File: config.mk
export PLATFORM = sky130hd
export DESIGN_NAME = upc_seq
export DESIGN_NICKNAME = d
export VERILOG_FILES = /design/src/rtl/upc_seq.sv
export SDC_FILE = /design/constraint.sdc
export NUM_CORES = 1
export LEC_CHECK = 0
export CORE_MARGIN = 1
export CORE_UTILIZATION = 48
export CTS_CLUSTER_SIZE = 40
export DETAILED_ROUTE_END_ITERATION = 8
export PLACE_DENSITY = 0.71
export SLEW_MARGIN = 30
export SYNTH_ARGS = -nofsm -noshare
export SYNTH_HDL_FRONTEND = slang
export SYNTH_SLANG_ARGS = --single-unit
File: constraint.sdc
create_clock -name clk -period 1.9 [get_ports clk]
set_clock_uncertainty 0.15 [all_clocks]
set_input_delay 0.38 -clock clk [delete_from_list [all_inputs] [get_ports clk]]
set_output_delay 0.38 -clock clk [all_outputs]
set_load 0.02 [all_outputs]
File: src/rtl/upc_seq.sv
// rtl/upc_seq.sv - micro-program sequencer with branch, hold and call/return stack
//
// Purpose: produces the next microcode ROM address each enabled cycle from a
// 3-bit sequencing opcode. It supports conditional jumps, hold, restart and a
// LIFO return stack with sticky overflow/underflow flags.
//
// Ports:
//   clk     in   rising-edge clock
//   reset   in   synchronous active-low reset (clears upc, depth, ovf, unf)
//   en      in   advance enable; 0 freezes all state
//   op      in   sequencing opcode (INC/JMP/JT/JF/CALL/RET/HOLD/RESTART)
//   cond    in   branch condition for JT/JF
//   target  in   jump/call destination
//   upc     out  current micro-address (registered)
//   depth   out  occupied return-stack entries
//   full    out  depth == DEPTH
//   empty   out  depth == 0
//   ovf     out  sticky: CALL attempted while full
//   unf     out  sticky: RET attempted while empty
module upc_seq #(
  parameter int AW    = 5,
  parameter int DEPTH = 4,
  localparam int DW   = $clog2(DEPTH + 1)
) (
  input  logic          clk,
  input  logic          reset,
  input  logic          en,
  input  logic [2:0]    op,
  input  logic          cond,
  input  logic [AW-1:0] target,
  output logic [AW-1:0] upc,
  output logic [DW-1:0] depth,
  output logic          full,
  output logic          empty,
  output logic          ovf,
  output logic          unf
);

  localparam logic [2:0] OP_INC     = 3'b000;
  localparam logic [2:0] OP_JMP     = 3'b001;
  localparam logic [2:0] OP_JT      = 3'b010;
  localparam logic [2:0] OP_JF      = 3'b011;
  localparam logic [2:0] OP_CALL    = 3'b100;
  localparam logic [2:0] OP_RET     = 3'b101;
  localparam logic [2:0] OP_HOLD    = 3'b110;
  localparam logic [2:0] OP_RESTART = 3'b111;

  // Stack index width; a one-entry stack still needs a 1-bit index.
  localparam int IW = (DEPTH > 1) ? $clog2(DEPTH) : 1;

  logic [AW-1:0] r_upc;
  logic [DW-1:0] r_depth;
  logic          r_ovf;
  logic          r_unf;
  logic [AW-1:0] r_stack [DEPTH];

  logic [AW-1:0] w_inc;
  logic [AW-1:0] w_upc_nxt;
  logic [DW-1:0] w_depth_nxt;
  logic [DW-1:0] w_top;
  logic [IW-1:0] w_push_idx;
  logic [IW-1:0] w_pop_idx;
  logic          w_full;
  logic          w_empty;
  logic          w_push;
  logic          w_set_ovf;
  logic          w_set_unf;

  // Wraps silently from all-ones to zero.
  assign w_inc      = r_upc + AW'(1);
  assign w_full     = (r_depth == DW'(DEPTH));
  assign w_empty    = (r_depth == '0);
  assign w_top      = r_depth - DW'(1);
  assign w_push_idx = r_depth[IW-1:0];
  assign w_pop_idx  = w_top[IW-1:0];

  always_comb begin
    w_upc_nxt   = r_upc;
    w_depth_nxt = r_depth;
    w_push      = 1'b0;
    w_set_ovf   = 1'b0;
    w_set_unf   = 1'b0;
    case (op)
      OP_INC:  w_upc_nxt = w_inc;
      OP_JMP:  w_upc_nxt = target;
      OP_JT:   w_upc_nxt = cond ? target : w_inc;
      OP_JF:   w_upc_nxt = cond ? w_inc : target;
      OP_CALL: begin
        // A CALL on a full stack degrades to INC and latches the error.
        if (!w_full) begin
          w_push      = 1'b1;
          w_depth_nxt = r_depth + DW'(1);
          w_upc_nxt   = target;
        end else begin
          w_upc_nxt = w_inc;
          w_set_ovf = 1'b1;
        end
      end
      OP_RET: begin
        if (!w_empty) begin
          w_upc_nxt   = r_stack[w_pop_idx];
          w_depth_nxt = w_top;
        end else begin
          w_upc_nxt = w_inc;
          w_set_unf = 1'b1;
        end
      end
      OP_HOLD: w_upc_nxt = r_upc;
      OP_RESTART: begin
        w_upc_nxt   = '0;
        w_depth_nxt = '0;
      end
      default: w_upc_nxt = r_upc;
    endcase
  end

  // Stack storage is not reset; depth alone defines which entries are valid.
  always_ff @(posedge clk) begin
    if (!reset) begin
      r_upc   <= '0;
      r_depth <= '0;
      r_ovf   <= 1'b0;
      r_unf   <= 1'b0;
    end else if (en) begin
      r_upc   <= w_upc_nxt;
      r_depth <= w_depth_nxt;
      if (w_push) r_stack[w_push_idx] <= w_inc;
      if (w_set_ovf) r_ovf <= 1'b1;
      if (w_set_unf) r_unf <= 1'b1;
    end
  end

  assign upc   = r_upc;
  assign depth = r_depth;
  assign full  = w_full;
  assign empty = w_empty;
  assign ovf   = r_ovf;
  assign unf   = r_unf;

endmodule

Yosys cells after proc, flatten, opt, wreduce, memory -nomap -nowiden

Memory sizes are Yosys's and may differ from the RTL's.
Cells that the tools add are included.
Widths: inputs -> output; s select.

$add $sub $neg: 3
Equal/unequal tests: 10
Multiplexer cells: 18
Bitwise logic cells: 1
Reduce and logical (&&, ||, !) cells: 7

Operator list:

| kind                | number |
|---|---|
| $pmux 5 s7          | 1 |
| $mux 5              | 4 |
| $eq 3x3->1 const B  | 5 |
| $mux 1              | 10 |
| $pmux 3 s3          | 1 |
| $eq 3x2->1 const B  | 2 |
| $logic_not 3->1     | 2 |
| $mux 3              | 2 |
| $reduce_and 2->1    | 3 |
| $add 5x1->5 const B | 1 |
| $ne 2x2->1 const B  | 2 |
| $reduce_and 4->1    | 1 |
| $add 3x1->3 const B | 1 |
| $eq 3x1->1 const B  | 1 |
| $reduce_bool 3->1   | 1 |
| $sub 3x1->3 const B | 1 |
| $not 1->1           | 1 |

Flip-flop bits (word level): 10
Memory bits (writable): 20
Output and inout port bits: 12
Word-level logic and storage cells: 44
Memories kept: 1

Memories:

| name    | words | width | read ports | clocked after Yosys merged registers in | write ports | line | text |
|---|---|---|---|---|---|---|---|
| r_stack | 4     | 5     | 1          | 0                                       | 1           | 55   | `logic [AW-1:0] r_stack [DEPTH];` |

Depth between registers and ports, before layout

Depth in word-level cells: 7
Depth in mapped cells: 8

Least setup slack after synthesis

OpenSTA, ideal clock, no wires.

Path kind: reg2reg
Start: reg r_depth[0], in the netlist depth[0]
End: reg r_upc[2], in the netlist upc[2]
Library setup time: 124 ps
Arrival: 1,920 ps
Required time: 1,626 ps
Path slack: -294 ps
Stages on the path, launching flop included: 8
Buffers on the path: 2
Period minus slack after synthesis: 2,194 ps
Cells stage by stage: dfxtp_1 buf_6 inv_1 ha_1 clkbuf_1 mux4_2 a221oi_1 a21oi_1

Cells in the longest elaborated chain, start to end: 4
Elaborated cells on any way between the ends: 7

RTL lines:

| item                   | line | text |
|---|---|---|
| from (decl)            | 52   | `logic [DW-1:0] r_depth;` |
| from (signal assigned) | 126  | `r_depth <= w_depth_nxt;` |
| $sub 3x1->3            | 73   | `assign w_top = r_depth - DW'(1);` |
| $mem_v2 4x5            | --   |  |
| $mux 5                 | 100  | `if (!w_empty) begin` |
| $pmux 5 s7 (*)         | 83   | `case (op)` |
| to (signal assigned)   | 125  | `r_upc <= w_upc_nxt;` |
| to (decl)              | 51   | `logic [AW-1:0] r_upc;` |

Every way passes the cells marked *; elsewhere a longest branch is shown, timed or not.
A chain may end at the register's enable or synchronous reset.

Worst setup path in the final report

Start: in op[0]
End: reg r_upc[0], in the netlist upc[0]

Cells in the longest elaborated chain, start to end: 3
Elaborated cells on any way between the ends: 11

RTL lines:

| item                                                               | line | text |
|---|---|---|
| from (decl)                                                        | 28   | `input logic [2:0] op,` |
| parallel branches: the longest is 3 deep, another holds $pmux 5 s7 | --   |  |

Several ways; the timed one is not identified.

==> flow_summary.toml <==
[floorplan]
dieArea_mm2 = 0.00367
fp.dieH_um = 60.5
ios = 24
die_w_um = 60.5
initial_utilization_pct = 52.2
core_area_mm2 = 0.00315
row_count = 20

[logic_synthesis]
synth_seq_cells = 30
synth_most_common_cell = "edfxtp_1"
ys_seq_area_share_pct = 48.7
synthCells = 131
syn-num-nets = 149
async_flop_share_pct = 0
synth.largest_area_cell = "edfxtp_1"
synth-edff-count = 20
netlist_area_mm2 = 0.00165
synth_area_leaders = "edfxtp_1, dfxtp_1, mux4_2"
postSynthAreaPerCell_um2 = 12.6
yosys.area.top_type_share_pct = 36.5
synthDistinctLibCells = 48
ys_warn_count = 0
synth_common_cells = "edfxtp_1, dfxtp_1, nand2_1, o21ai_0"
synth_flop_cell = "edfxtp_1"

[cts]
insertion_delay_ns = 0.33
clk_pin_slew_ns = 0.09
clock-sinks = 30
cts-buffers-inserted = 5
cts_tree = "yes"
root_buffer = "clkbuf_4"
htreeDepth = 2
clock_path_buffers = 2

[worst_setup_path]
r2r_slack_ns = 0.08
critPathSlowestCell = "clkdlybuf4s50_1"
setup.worst_path.start_class = "input pin"
rr_worst_depth = 8
cp.required_ns = 1.99
max_stage_delay_ns = 0.44
crit_cells = 8
crit_chain = "clkdlybuf4s50_1 > buf_6 > buf_4 > nand3b_1 > a31oi_4 > a31o_4 > nand2_1 > a221oi_2"
crit_family = "buffers and inverters"
crit_path_end_kind = "flop"
worst-path-max-fanout = 9
worst-path-buf-inv = 3
path_class = "input pin to flop"
arrival_ns = 1.95

[global_routing]
grt_usage_pct = 24.0
grt_max_degree = 15
grt_overflow_total = 0
antenna_found_initial = 0
grt_pass1_vias = 1307
grt_pass1_wl_um = 6130

[finish]
syn2layout_area_growth_pct = 33.6
regArea_um2 = 806
fin_area_mm2 = 0.00220
nets = 203
multi_input_area_um2 = 815
fin_util_pct = 69.7
nFillCells = 252
antenna_cells = 0
drive_gt1_share_pct = 35.5

[pwr]
p_leak_nw = 0.917
powerDensity_mw_per_mm2 = 648
fin_total_pwr_mw = 1.42
peakVddDrop_uv = 420

[timing]
maxSlewViolCount = 0
slew-limit-headroom_pct = 67.4
rsz0062_at_grt = "false"
whs_ns = 0.369
max_freq_ghz = 0.538
finalCritPeriodShare_pct = 97.9
finalHoldViolCount = 0
finalSetupViolations = 0
finalCriticalPeriod_ns = 1.86
tightest_slew_ns = 0.486
layout_setup_ws_ns = 0.0403

[detailed_routing]
finalWirelength_um = 3790
first_iter_violations = 60
drtAntennaViolNets = 0
vias_per_cell = 5.51
dr_total_vias = 1268
drtPass1Iterations = 4
wl_per_cell_um = 16.5
drc = 0

[job]
drv_cap = 0

[place]
place_area_mm2 = 0.00210
portBuffers = 23
hpwl_um = 2900
place_congestion = 0.761
pre_cts_slack_ns = -0.311

[worst_hold_path]
holdPathStages = 2
hp-class = "flop to flop"

[outcome]
status = "complete, no violations"
## per-layer routing
| metal | track usage (%) | vias to the layer above | wire length, um |
|---|---|---|---|
| li1 | - | 612 | - |
| met1 | 30.2 | 594 | 1590 |
| met2 | 38.8 | 53 | 1860 |
| met3 | 7.46 | 9 | 260 |
| met4 | 9.42 | 0 | 76 |
| met5 | 0 | - | 0 |
## final timing paths
path	startpoint	endpoint
worst max-delay path	op[0]	upc[0]
worst min-delay path	ovf	ovf
worst max register to register	depth[1]	upc[1]
worst min register to register	ovf	ovf
## through the flow
step	instances	TNS [ns]
final	230	0
after global routing	230	0
after CTS	227	0
after detailed placement	219	-7.67
after global placement	219	-6.66
after floorplan	131	0
## where the power goes
group	internal [mW]	leakage (nW)	switching, mW
registers	0.717	0.267	0.0127
clock network	0.137	0.0286	0.227
logic	0.163	0.622	0.167
## placed cells by master, fill, tap and decap left out, types with 2 or more instances in the layout
master            n
edfxtp_1         20
o21ai_0           8
nor3b_1           2
a31oi_1           2
dfxtp_1           8
ha_1              5
dlygate4sd2_1     4
nand3_1           2
a21boi_1          2
clkbuf_4          5
dlymetal6s2s_1    4
nand4b_4          2
nand2_1           9
a211oi_1          2
buf_2             2
and2_2            4
xor2_1            2
nor2_1            3
buf_4            28
a21oi_1           6
nor2b_1           5
a221oi_2          4
inv_1             5
xnor2_1           2
mux4_2            5
clkdlybuf4s50_1  13
## worst min-delay path, stage by stage, from the launching register on
cell	delay, ns
dfxtp_1	0.34
a21oi_1	0.04
nor2b_1	0.10
## sequential cells by signal, summed over array words and instances, names as in the netlist
name / count
unf: 1
depth: 3
upc: 5
r_stack: 20
ovf: 1
## final cells by class
class                           instances  area share (%)
Tap cell                               44            2.50
Timing Repair Buffer                   52            20.3
Multi-Input combinational cell         90            37.1
Sequential cell                        30            36.7
Clock buffer                            5            1.71
Clock inverter                          3           0.740
Inverter                                6            1.02
## cells by family after synthesis
kind of cell | count (synthesis) | synth area share, %
simple gates | 38 | 15.8
compound gates | 36 | 17.6
flops | 30 | 48.7
buf+inv | 11 | 3.73
mux | 6 | 7.45
fa+ha+maj | 6 | 4.56
xor+xnor | 4 | 2.13
## repair_timing
item                                    in CTS  in global routing
hold buffers                                 0                  0
buffers inserted                             0                  3
pin swaps                                    0                  5
endpoints found under the setup margin       6                 30
gates resized for setup                     12                 11
Note: power is estimated with default switching activity, not from simulation.
